File: config.mk
export PLATFORM = sky130hd
export DESIGN_NAME = lsu_ctrl_flat
export DESIGN_NICKNAME = d
export VERILOG_FILES = /design/src/rtl/lsu_ctrl_if.sv /design/src/rtl/lsu_ctrl.sv /design/src/flat_wrapper.sv
export SDC_FILE = /design/constraint.sdc
export NUM_CORES = 1
export LEC_CHECK = 0
export ABC_AREA = 1
export ABC_CLOCK_PERIOD_IN_PS = 3720
export CORE_MARGIN = 3
export CORE_UTILIZATION = 46
export CTS_CLUSTER_SIZE = 25
export DETAILED_ROUTE_END_ITERATION = 16
export GPL_TIMING_DRIVEN = 0
export PLACE_DENSITY_LB_ADDON = 0.05
export SKIP_LAST_GASP = 1
export SLEW_MARGIN = 15
export SYNTH_ARGS = -nofsm -noshare
export SYNTH_HDL_FRONTEND = slang
export SYNTH_SLANG_ARGS = --single-unit
File: constraint.sdc
create_clock -name clk -period 3.72 [get_ports clk]
set_input_delay 1.116 -clock clk [delete_from_list [all_inputs] [get_ports clk]]
set_output_delay 1.116 -clock clk [all_outputs]
set_load 0.01 [all_outputs]
File: src/rtl/lsu_ctrl_if.sv
// lsu_ctrl_if: bundles the execute-stage request/response signals and the
// memory-side request/response signals of the load/store unit.
//   master modport : the LSU controller (consumes ex_* and mem_ack/mem_rdata,
//                    drives stall, ld_*, err*, mem_* request signals)
//   slave modport  : the surrounding pipeline and memory model
interface lsu_ctrl_if #(
  parameter int unsigned DATA_W = 32,
  parameter int unsigned ADDR_W = 9
);
  localparam int unsigned NB  = DATA_W / 8;
  localparam int unsigned OFS = $clog2(NB);

  // execute-stage request
  logic              ex_valid;
  logic              ex_re;
  logic              ex_we;
  logic [ADDR_W-1:0] ex_addr;
  logic [DATA_W-1:0] ex_wdata;
  logic [1:0]        ex_size;
  logic              ex_unsigned;

  // pipeline-facing results
  logic              stall;
  logic              ld_valid;
  logic [DATA_W-1:0] ld_data;
  logic              err;
  logic [1:0]        err_code;

  // memory port
  logic                  mem_req;
  logic                  mem_we;
  logic [ADDR_W-OFS-1:0] mem_addr;
  logic [DATA_W-1:0]     mem_wdata;
  logic [NB-1:0]         mem_be;
  logic                  mem_ack;
  logic [DATA_W-1:0]     mem_rdata;

  modport master (
    input  ex_valid, ex_re, ex_we, ex_addr, ex_wdata, ex_size, ex_unsigned,
    output stall, ld_valid, ld_data, err, err_code,
    output mem_req, mem_we, mem_addr, mem_wdata, mem_be,
    input  mem_ack, mem_rdata
  );

  modport slave (
    output ex_valid, ex_re, ex_we, ex_addr, ex_wdata, ex_size, ex_unsigned,
    input  stall, ld_valid, ld_data, err, err_code,
    input  mem_req, mem_we, mem_addr, mem_wdata, mem_be,
    output mem_ack, mem_rdata
  );
endinterface

File: src/rtl/lsu_ctrl.sv
// lsu_ctrl: single-outstanding load/store controller between the memory
// stage of the pipeline and a word-addressed memory with byte enables.
// Ports:
//   clk   - single clock, rising edge
//   nrst  - asynchronous active-low reset
//   bus   - lsu_ctrl_if.master: ex_* request in; stall, ld_valid/ld_data,
//           err/err_code out; mem_req/we/addr/wdata/be out, mem_ack/rdata in
// stall and err are combinational (they answer the request in its own cycle);
// the mem_* request signals are decoded from captured registers and the state.
module lsu_ctrl #(
  parameter int unsigned DATA_W   = 32,
  parameter int unsigned ADDR_W   = 9,
  parameter int unsigned MAX_WAIT = 15
) (
  input  logic       clk,
  input  logic       nrst,
  lsu_ctrl_if.master bus
);

  localparam int unsigned NB        = DATA_W / 8;
  localparam int unsigned OFS       = $clog2(NB);
  localparam int unsigned WA_W      = ADDR_W - OFS;
  localparam bit          HAS_DWORD = (DATA_W == 64);

  typedef enum logic [1:0] {
    ST_IDLE = 2'd0,
    ST_BUSY = 2'd1,
    ST_DONE = 2'd2
  } state_e;

  state_e state_q, state_d;

  // captured operation
  logic [ADDR_W-1:0] addr_q;
  logic [1:0]        size_q;
  logic              uns_q;
  logic              we_q;
  logic [DATA_W-1:0] data_q;
  logic [DATA_W-1:0] ld_data_q;
  logic [7:0]        wait_cnt_q;

  // request decode
  logic op_c;
  logic illegal_c;
  logic misalign_c;

  // FSM outputs
  logic       accept_c;
  logic       ack_c;
  logic       stall_c;
  logic       err_c;
  logic [1:0] err_code_c;
  logic       mem_req_c;
  logic       ld_valid_c;
  logic       timed_out_c;

  // lane datapath
  logic [OFS-1:0]    off_c;
  int unsigned       sz_mask_c;
  logic [NB-1:0]     be_base_c;
  logic [NB-1:0]     be_c;
  logic [DATA_W-1:0] wrep_c;
  logic [DATA_W-1:0] shifted_c;
  logic              sgn_c;
  logic [DATA_W-1:0] ld_ext_c;

  // Request classification; held inactive while in reset so stall/err stay 0.
  always_comb begin
    op_c       = nrst && bus.ex_valid && (bus.ex_re || bus.ex_we);
    illegal_c  = (bus.ex_re && bus.ex_we) || ((bus.ex_size == 2'd3) && !HAS_DWORD);
    misalign_c = 1'b0;
    case (bus.ex_size)
      2'd0:    misalign_c = 1'b0;
      2'd1:    misalign_c = bus.ex_addr[0];
      2'd2:    misalign_c = |bus.ex_addr[1:0];
      default: misalign_c = |bus.ex_addr[2:0];
    endcase
  end

  // A counter value of MAX_WAIT is only reachable through the no-ack path,
  // so in DONE it marks a timed-out transfer.
  assign timed_out_c = (wait_cnt_q == 8'(MAX_WAIT));

  // State register
  always_ff @(posedge clk or negedge nrst) begin
    if (!nrst) state_q <= ST_IDLE;
    else       state_q <= state_d;
  end

  // Next state and control outputs
  always_comb begin
    state_d    = state_q;
    accept_c   = 1'b0;
    ack_c      = 1'b0;
    stall_c    = 1'b0;
    err_c      = 1'b0;
    err_code_c = 2'b00;
    mem_req_c  = 1'b0;
    ld_valid_c = 1'b0;
    case (state_q)
      ST_IDLE: begin
        if (op_c) begin
          if (illegal_c) begin
            err_c      = 1'b1;
            err_code_c = 2'b11;
          end else if (misalign_c) begin
            err_c      = 1'b1;
            err_code_c = 2'b01;
          end else begin
            accept_c = 1'b1;
            stall_c  = 1'b1;
            state_d  = ST_BUSY;
          end
        end
      end
      ST_BUSY: begin
        stall_c   = 1'b1;
        mem_req_c = 1'b1;
        // ack on the final allowed cycle still wins over the timeout
        if (bus.mem_ack) begin
          ack_c   = 1'b1;
          state_d = ST_DONE;
        end else if (wait_cnt_q == 8'(MAX_WAIT - 1)) begin
          state_d = ST_DONE;
        end
      end
      ST_DONE: begin
        if (timed_out_c) begin
          err_c      = 1'b1;
          err_code_c = 2'b10;
        end else begin
          ld_valid_c = !we_q;
        end
        state_d = ST_IDLE;
      end
      default: state_d = ST_IDLE;
    endcase
  end

  // Operation capture, wait counter and load result
  always_ff @(posedge clk or negedge nrst) begin
    if (!nrst) begin
      addr_q     <= '0;
      size_q     <= 2'd0;
      uns_q      <= 1'b0;
      we_q       <= 1'b0;
      data_q     <= '0;
      wait_cnt_q <= 8'd0;
      ld_data_q  <= '0;
    end else begin
      if (accept_c) begin
        addr_q     <= bus.ex_addr;
        size_q     <= bus.ex_size;
        uns_q      <= bus.ex_unsigned;
        we_q       <= bus.ex_we;
        data_q     <= bus.ex_wdata;
        wait_cnt_q <= 8'd0;
      end else if ((state_q == ST_BUSY) && !bus.mem_ack) begin
        wait_cnt_q <= wait_cnt_q + 8'd1;
      end
      if (ack_c && !we_q) begin
        ld_data_q <= ld_ext_c;
      end
    end
  end

  // Byte-lane steering: enables, store replication, load alignment/extension.
  // sz_mask_c is (access bytes - 1).
  always_comb begin
    off_c     = addr_q[OFS-1:0];
    sz_mask_c = (32'd1 << size_q) - 32'd1;
    be_base_c = '0;
    wrep_c    = '0;
    ld_ext_c  = '0;
    sgn_c     = 1'b0;
    shifted_c = bus.mem_rdata >> {off_c, 3'b000};
    for (int unsigned i = 0; i < NB; i++) begin
      be_base_c[i]     = (i <= sz_mask_c);
      wrep_c[8*i +: 8] = data_q[8*(i & sz_mask_c) +: 8];
      if (i == sz_mask_c) sgn_c = shifted_c[8*i+7];
    end
    for (int unsigned i = 0; i < NB; i++) begin
      ld_ext_c[8*i +: 8] = (i <= sz_mask_c) ? shifted_c[8*i +: 8]
                                            : {8{sgn_c & ~uns_q}};
    end
    be_c = be_base_c << off_c;
  end

  assign bus.stall     = stall_c;
  assign bus.err       = err_c;
  assign bus.err_code  = err_code_c;
  assign bus.ld_valid  = ld_valid_c;
  assign bus.ld_data   = ld_data_q;
  assign bus.mem_req   = mem_req_c;
  // request fields read as zero outside BUSY
  assign bus.mem_we    = mem_req_c & we_q;
  assign bus.mem_addr  = mem_req_c ? addr_q[ADDR_W-1:OFS] : WA_W'(0);
  assign bus.mem_be    = mem_req_c ? be_c : NB'(0);
  assign bus.mem_wdata = mem_req_c ? wrep_c : DATA_W'(0);

endmodule

File: src/flat_wrapper.sv
// flat-port wrapper written by rule: the top's interface ports become plain ports
module lsu_ctrl_flat 
#(
  parameter int unsigned DATA_W   = 32,
  parameter int unsigned ADDR_W   = 9,
  parameter int unsigned MAX_WAIT = 15
)
  (clk, nrst, bus_ex_valid, bus_ex_re, bus_ex_we, bus_ex_addr, bus_ex_wdata, bus_ex_size, bus_ex_unsigned, bus_stall, bus_ld_valid, bus_ld_data, bus_err, bus_err_code, bus_mem_req, bus_mem_we, bus_mem_addr, bus_mem_wdata, bus_mem_be, bus_mem_ack, bus_mem_rdata);
  lsu_ctrl_if #(.DATA_W(DATA_W), .ADDR_W(ADDR_W)) bus_i ();
  input  logic clk;
  input  logic nrst;
  input wire logic [$bits(bus_i.ex_valid)-1:0] bus_ex_valid;
  input wire logic [$bits(bus_i.ex_re)-1:0] bus_ex_re;
  input wire logic [$bits(bus_i.ex_we)-1:0] bus_ex_we;
  input wire logic [$bits(bus_i.ex_addr)-1:0] bus_ex_addr;
  input wire logic [$bits(bus_i.ex_wdata)-1:0] bus_ex_wdata;
  input wire logic [$bits(bus_i.ex_size)-1:0] bus_ex_size;
  input wire logic [$bits(bus_i.ex_unsigned)-1:0] bus_ex_unsigned;
  output wire logic [$bits(bus_i.stall)-1:0] bus_stall;
  output wire logic [$bits(bus_i.ld_valid)-1:0] bus_ld_valid;
  output wire logic [$bits(bus_i.ld_data)-1:0] bus_ld_data;
  output wire logic [$bits(bus_i.err)-1:0] bus_err;
  output wire logic [$bits(bus_i.err_code)-1:0] bus_err_code;
  output wire logic [$bits(bus_i.mem_req)-1:0] bus_mem_req;
  output wire logic [$bits(bus_i.mem_we)-1:0] bus_mem_we;
  output wire logic [$bits(bus_i.mem_addr)-1:0] bus_mem_addr;
  output wire logic [$bits(bus_i.mem_wdata)-1:0] bus_mem_wdata;
  output wire logic [$bits(bus_i.mem_be)-1:0] bus_mem_be;
  input wire logic [$bits(bus_i.mem_ack)-1:0] bus_mem_ack;
  input wire logic [$bits(bus_i.mem_rdata)-1:0] bus_mem_rdata;
  assign bus_i.ex_valid = bus_ex_valid;
  assign bus_i.ex_re = bus_ex_re;
  assign bus_i.ex_we = bus_ex_we;
  assign bus_i.ex_addr = bus_ex_addr;
  assign bus_i.ex_wdata = bus_ex_wdata;
  assign bus_i.ex_size = bus_ex_size;
  assign bus_i.ex_unsigned = bus_ex_unsigned;
  assign bus_stall = bus_i.stall;
  assign bus_ld_valid = bus_i.ld_valid;
  assign bus_ld_data = bus_i.ld_data;
  assign bus_err = bus_i.err;
  assign bus_err_code = bus_i.err_code;
  assign bus_mem_req = bus_i.mem_req;
  assign bus_mem_we = bus_i.mem_we;
  assign bus_mem_addr = bus_i.mem_addr;
  assign bus_mem_wdata = bus_i.mem_wdata;
  assign bus_mem_be = bus_i.mem_be;
  assign bus_i.mem_ack = bus_mem_ack;
  assign bus_i.mem_rdata = bus_mem_rdata;
  lsu_ctrl #(.DATA_W(DATA_W), .ADDR_W(ADDR_W), .MAX_WAIT(MAX_WAIT)) u_core (.clk(clk), .nrst(nrst), .bus(bus_i));
endmodule
# After elaboration in Yosys (flattened, before gate mapping)
# Cells that the tools add are included.
word_totals:
  wordCells: 93
  out_inout_bits: 82
  regBits: 87
  in_bits: 82
op_classes:
  bitwise: 3
  n_mux: 40
  addsub: 2
  shift: 6
  n_lt_le_gt_ge: 4
  eq_ne: 14
  reduce_logical: 16
op_table:
  columns: ["operator", "count"]
  rows:
  - ["== test 2 x 32 -> 1 bit (first input constant)", 2]
  - ["<= comparator 1 x 32 -> 1 bit (first input constant)", 2]
  - ["<= comparator 2 x 32 -> 1 bit (first input constant)", 2]
  - ["indexed part select 32 x 6 -> 8 bit", 2]
  - ["two-way mux 8 bit", 6]
  - ["== test 1 x 32 -> 1 bit (first input constant)", 1]
  - ["logical NOT 32 bit", 1]
  - ["two-way mux 32 bit", 1]
  - ["indexed part select 32 x 5 -> 8 bit", 1]
  - ["left shift 1 x 2 -> 32 bit (first input constant)", 1]
  - ["right shift 32 x 5 -> 32 bit", 1]
  - ["subtractor 32 x 1 -> 32 bit (second input constant)", 1]
  - ["two-way mux 1 bit", 18]
  - ["== test 8 x 4 -> 1 bit (second input constant)", 2]
  - ["two-way mux 2 bit", 8]
  - ["adder 8 x 1 -> 8 bit (second input constant)", 1]
  - ["case mux 2 bit (2 select lines)", 2]
  - ["two-way mux 7 bit", 1]
  - ["== test 2 bit (second input constant)", 3]
  - ["logical AND 1 bit", 5]
  - ["== test 2 x 1 -> 1 bit (second input constant)", 2]
  - ["logical NOT 2 bit", 2]
  - ["two-way mux 4 bit", 1]
  - ["inequality test 2 bit (second input constant)", 2]
  - ["13 further kinds", 17]

# Logic depth before layout (Yosys ltp)
logic_depth:
  ltp_word: 9
  mapped_depth: 13

# Worst setup path before layout
# OpenSTA, ideal clock, no wires.
synth_timing:
  path_kind: "register -> output"
  from: "reg u_core.size_q[0]"
  to: "out bus_mem_wdata[30]"
  arrival_ns: 2.096
  path_stages_with_launch: 9
  slack_ns: 0.508
  n_path_buf: 3
  required_ns: 2.604
  path_cell_list: "dfrtp_1 -> nor2_2 -> inv_2 -> buf_2 -> ha_1 -> buf_1 -> clkbuf_1 -> a21oi_1 -> a221oi_1"
synth_via:
  elab_chain_len: 4
synth_rtl:
  columns: ["item", "line", "text"]
  rows:
  - ["from (decl)", "lsu_ctrl.sv:35", "logic [1:0] size_q;"]
  - ["from (signal assigned)", "lsu_ctrl.sv:153", "size_q <= bus.ex_size;"]
  - ["left shift 1 x 2 -> 32 bit", "lsu_ctrl.sv:171", "sz_mask_c = (32'd1 << size_q) - 32'd1;"]
  - ["subtractor 32 x 1 -> 32 bit", "lsu_ctrl.sv:171", null]
  - ["indexed part select 32 x 6 -> 8 bit", "lsu_ctrl.sv:179", "wrep_c[8*i +: 8] = data_q[8*(i & sz_mask_c) +: 8];"]
  - ["two-way mux 32 bit", "lsu_ctrl.sv:199", "assign bus.mem_wdata = mem_req_c ? wrep_c : DATA_W'(0);"]
  - ["to (decl)", "flat_wrapper.sv:27", "output wire logic [$bits(bus_i.mem_wdata)-1:0] bus_mem_wdata;"]
# Every way passes these cells.

# Worst setup path after layout
layout_timing:
  from: "in bus_ex_we"
  to: "out bus_err"
layout_via:
  elab_chain_len: 5
  elab_cells_between_ends: 7
  cone_classes: "mux (3); reduce/logical (4)"
layout_rtl:
  columns: ["item", "line", "text"]
  rows:
  - ["from (decl)", "flat_wrapper.sv:14", "input wire logic [$bits(bus_i.ex_we)-1:0] bus_ex_we;"]
  - ["logical AND 1 bit", "lsu_ctrl.sv:70", "illegal_c = (bus.ex_re && bus.ex_we) || ((bus.ex_size == 2'd3) && !HAS_DWORD);"]
  - ["logical OR 1 bit", "lsu_ctrl.sv:70", null]
  - ["two-way mux 1 bit", "lsu_ctrl.sv:103", "if (illegal_c) begin"]
  - ["two-way mux 1 bit *", "lsu_ctrl.sv:102", "if (op_c) begin"]
  - ["case mux 1 bit (2 select lines) *", "lsu_ctrl.sv:100", "case (state_q)"]
  - ["to (decl)", "flat_wrapper.sv:22", "output wire logic [$bits(bus_i.err)-1:0] bus_err;"]
# Every way passes the cells marked *; elsewhere a longest branch is shown, timed or not.

==> metrics <==
Min-Delay Path Class=register to register; register-to-register setup slack=1520 ps; outcome=completed; WL final=17.3 mm; Slew Viols, Final=0; Cells after Synth=668; Routed Antenna Nets=0; row count=37; Worst Max-Slew Pin Slew=560 ps; met1 usage=0.363; FF+latch count, synth=87; area leader, netlist=dfrtp_1; Flop pwr share=0.360; GPL Wtd Cong=0.946; VDD IR max=300 uV; TritonCTS buffer count=9; largest net degree at the start of global routing=32; Arr. time, crit path=2520 ps; synthesized area=4890 um2; placed cell count=968; final worst path period share=0.977; worst path required time=2600 ps; DRT iter0 DRCs=308; vias in the first global route=5292; diode count=0; Clock Skew=13.1 ps; Synth async-reset ratio=1.00; GR Util met3=0.0557; Leak Pwr=3.38 nW; final instance area=7030 um2; syn_area_per_cell=7.32 um2; CTS HTree Levels=3; fin util=0.681; area of the core=10300 um2; Yosys warning count=0; kind of critical path=input port to output port; slowest cell on the critical path=clkdlybuf4s50_1; first-pass GRT wire length=26.8 mm; leading cell types by total area after synthesis=dfrtp_1, nand2_1, nor2_1; worst-path maximum fanout=3; Internal=2.49 mW; sw power=1.71 mW; WL per Instance=17.5 um; hpwl dp=12.7 mm; Max Root-Sink Buffers=2; Die X=109 um; Sw Ratio=0.407; post-synthesis sequential area ratio=0.445; Reg clk slew, reported paths=90 ps; post-route minimum period=3630 ps; grt total ovfl=0; dpl cell area=6720 um2; Layout Nets=934; most frequent cells after synthesis=nand2_1, nor2_1, dfrtp_1; PwrDens=596 nW/um2; initial antenna violation count=0; CTS tree=done; CTS sink cnt=87; CTS root buffer=clkbuf_8; Via density=5.45; Top FF cell, synth=dfrtp_1; Setup Viol. Count Final=0; most numerous cell in the Yosys netlist=nand2_1; TNS Setup=0 ps; EDFF count, synth=0; Syn-to-layout area delta=43.9%; Setup crit end kind=output port; vias after detailed routing=5375; final hold viol count=0; Initial Utilization=0.474; Largest stage delay, worst path=470 ps; start of the worst register-to-register path=u_core.size_q[1]; Mapped Nets=755; Yosys top cell area share=0.445; gr busiest metal=met2; io pins=164; hold_buf cts=0; clock power share=0.169; min-delay src=u_core.bus.ld_data[3]; DRC=0; Slew Limit Headroom=0.626; crit path launch type=input port; power share of the combinational group=0.471; crit path launch=bus_ex_we; M2 GR Usage=0.494; die area=11900 um2; Hold WS=490 ps; share of cells above drive strength 1=0.103; die span in y=109 um; MaxCap Viol Count=0; non-filler cells, final=987; most used cell, CP=a21oi_2; Cell Chain, Critical Path=clkdlybuf4s50_1, inv_2, o22ai_2, a21oi_2, buf_4, a21oi_2, inv_1, nand2_1, dlygate4sd2_1; fmax=0.275 GHz; IO Port Bufs=163; clock latency on the worst-skew pair=370 ps; unrepaired setup endpoints after global routing=yes; Yosys cell types=30; gr usage total=0.292; drt first pass iters=7
## state kept, by name, indices dropped and copies added, names as in the netlist
signal	count
u_core.we_q	1
u_core.wait_cnt_q	8
u_core.state_q	2
u_core.addr_q	9
u_core.bus.ld_data	32
u_core.data_q	32
u_core.uns_q	1
u_core.size_q	2
## critical path: cells and delay by family
family / cells / cell delay [ps]
buffers and inverters: 5 / 990
and+or+nand+nor: 1 / 40
AOI/OAI and AO/OA: 3 / 380
## timing repair
action                     4_1_cts  5_1_grt
setup endpoints to repair       14       23
buffers inserted                 2        2
pin swaps                        2        1
cloned                           1        0
gates resized for setup         36        9
## final timing paths
check / endpoint / cells after the start
setup / recovery: bus_err / 9
hold / removal: u_core.bus.ld_data[3] / 2
setup reg to reg: u_core.bus.ld_data[15] / 12
hold reg to reg: u_core.bus.ld_data[3] / 2
max in group asynchronous: u_core.wait_cnt_q[1] / 2
min in group asynchronous: u_core.bus.ld_data[27] / 1
## per-layer routing
| layer | part of all wire | vias to the layer above |
|---|---|---|
| li1 | - | 2514 |
| met1 | 0.40 | 2548 |
| met2 | 0.49 | 265 |
| met3 | 0.083 | 48 |
| met4 | 0.033 | 0 |
| met5 | 0 | - |
## cell type report
class                   count  area, um2
flip-flops and latches     87       2180
fillers                   904       3290
repair buffers            169       1700
inverters                  85        319
clock buffers              10        138
clock inverters             5       63.8
well taps                 136        170
plain buffers              40        209
multi-input cells         455       2250
## cells by family after synthesis
kind of cell,share of synthesized area
adder cells (fa/ha/maj),0.0128
AND/OR/NAND/NOR,0.242
flip-flops,0.445
AO/OA/AOI/OAI,0.185
XOR/XNOR,0.0107
buffers and inverters,0.104
## power by group through the flow
stage	logic [mW]	clock network, mW	registers, mW
2_1_floorplan	0.989	0	1.56
3_3_place_gp	1.87	0	1.51
3_5_place_dp	1.91	0	1.53
4_1_cts	1.95	0.714	1.51
5_1_grt	2.17	0.746	1.55
6_report	1.97	0.710	1.51
## stage by stage
step	power, mW	worst slack [ps]
detailed placement	3.43	-662
CTS	4.17	-13.4
floorplan	2.55	508
global placement	3.38	-3520
finish	4.20	85.9
global route	4.46	-17.7
## cell usage in the layout (no fill, tap or decap), drive strengths merged
master and n:
inv 87, nand2 136, bufinv 1, clkbuf 27
nor2 99, o21ai 68, a211oi 1, dlygate4sd2 14
xor2 6, o211ai 1, a21oi 69, buf 30
dfrtp 87, nand3 34, bufbuf 1, nand4 7
clkdlybuf4s50 147, clkinvlp 1, o22ai 2, ha 5
a221oi 8, a31oi 14, clkinv 1, nor3 5
(Power assumes the default switching activity.)
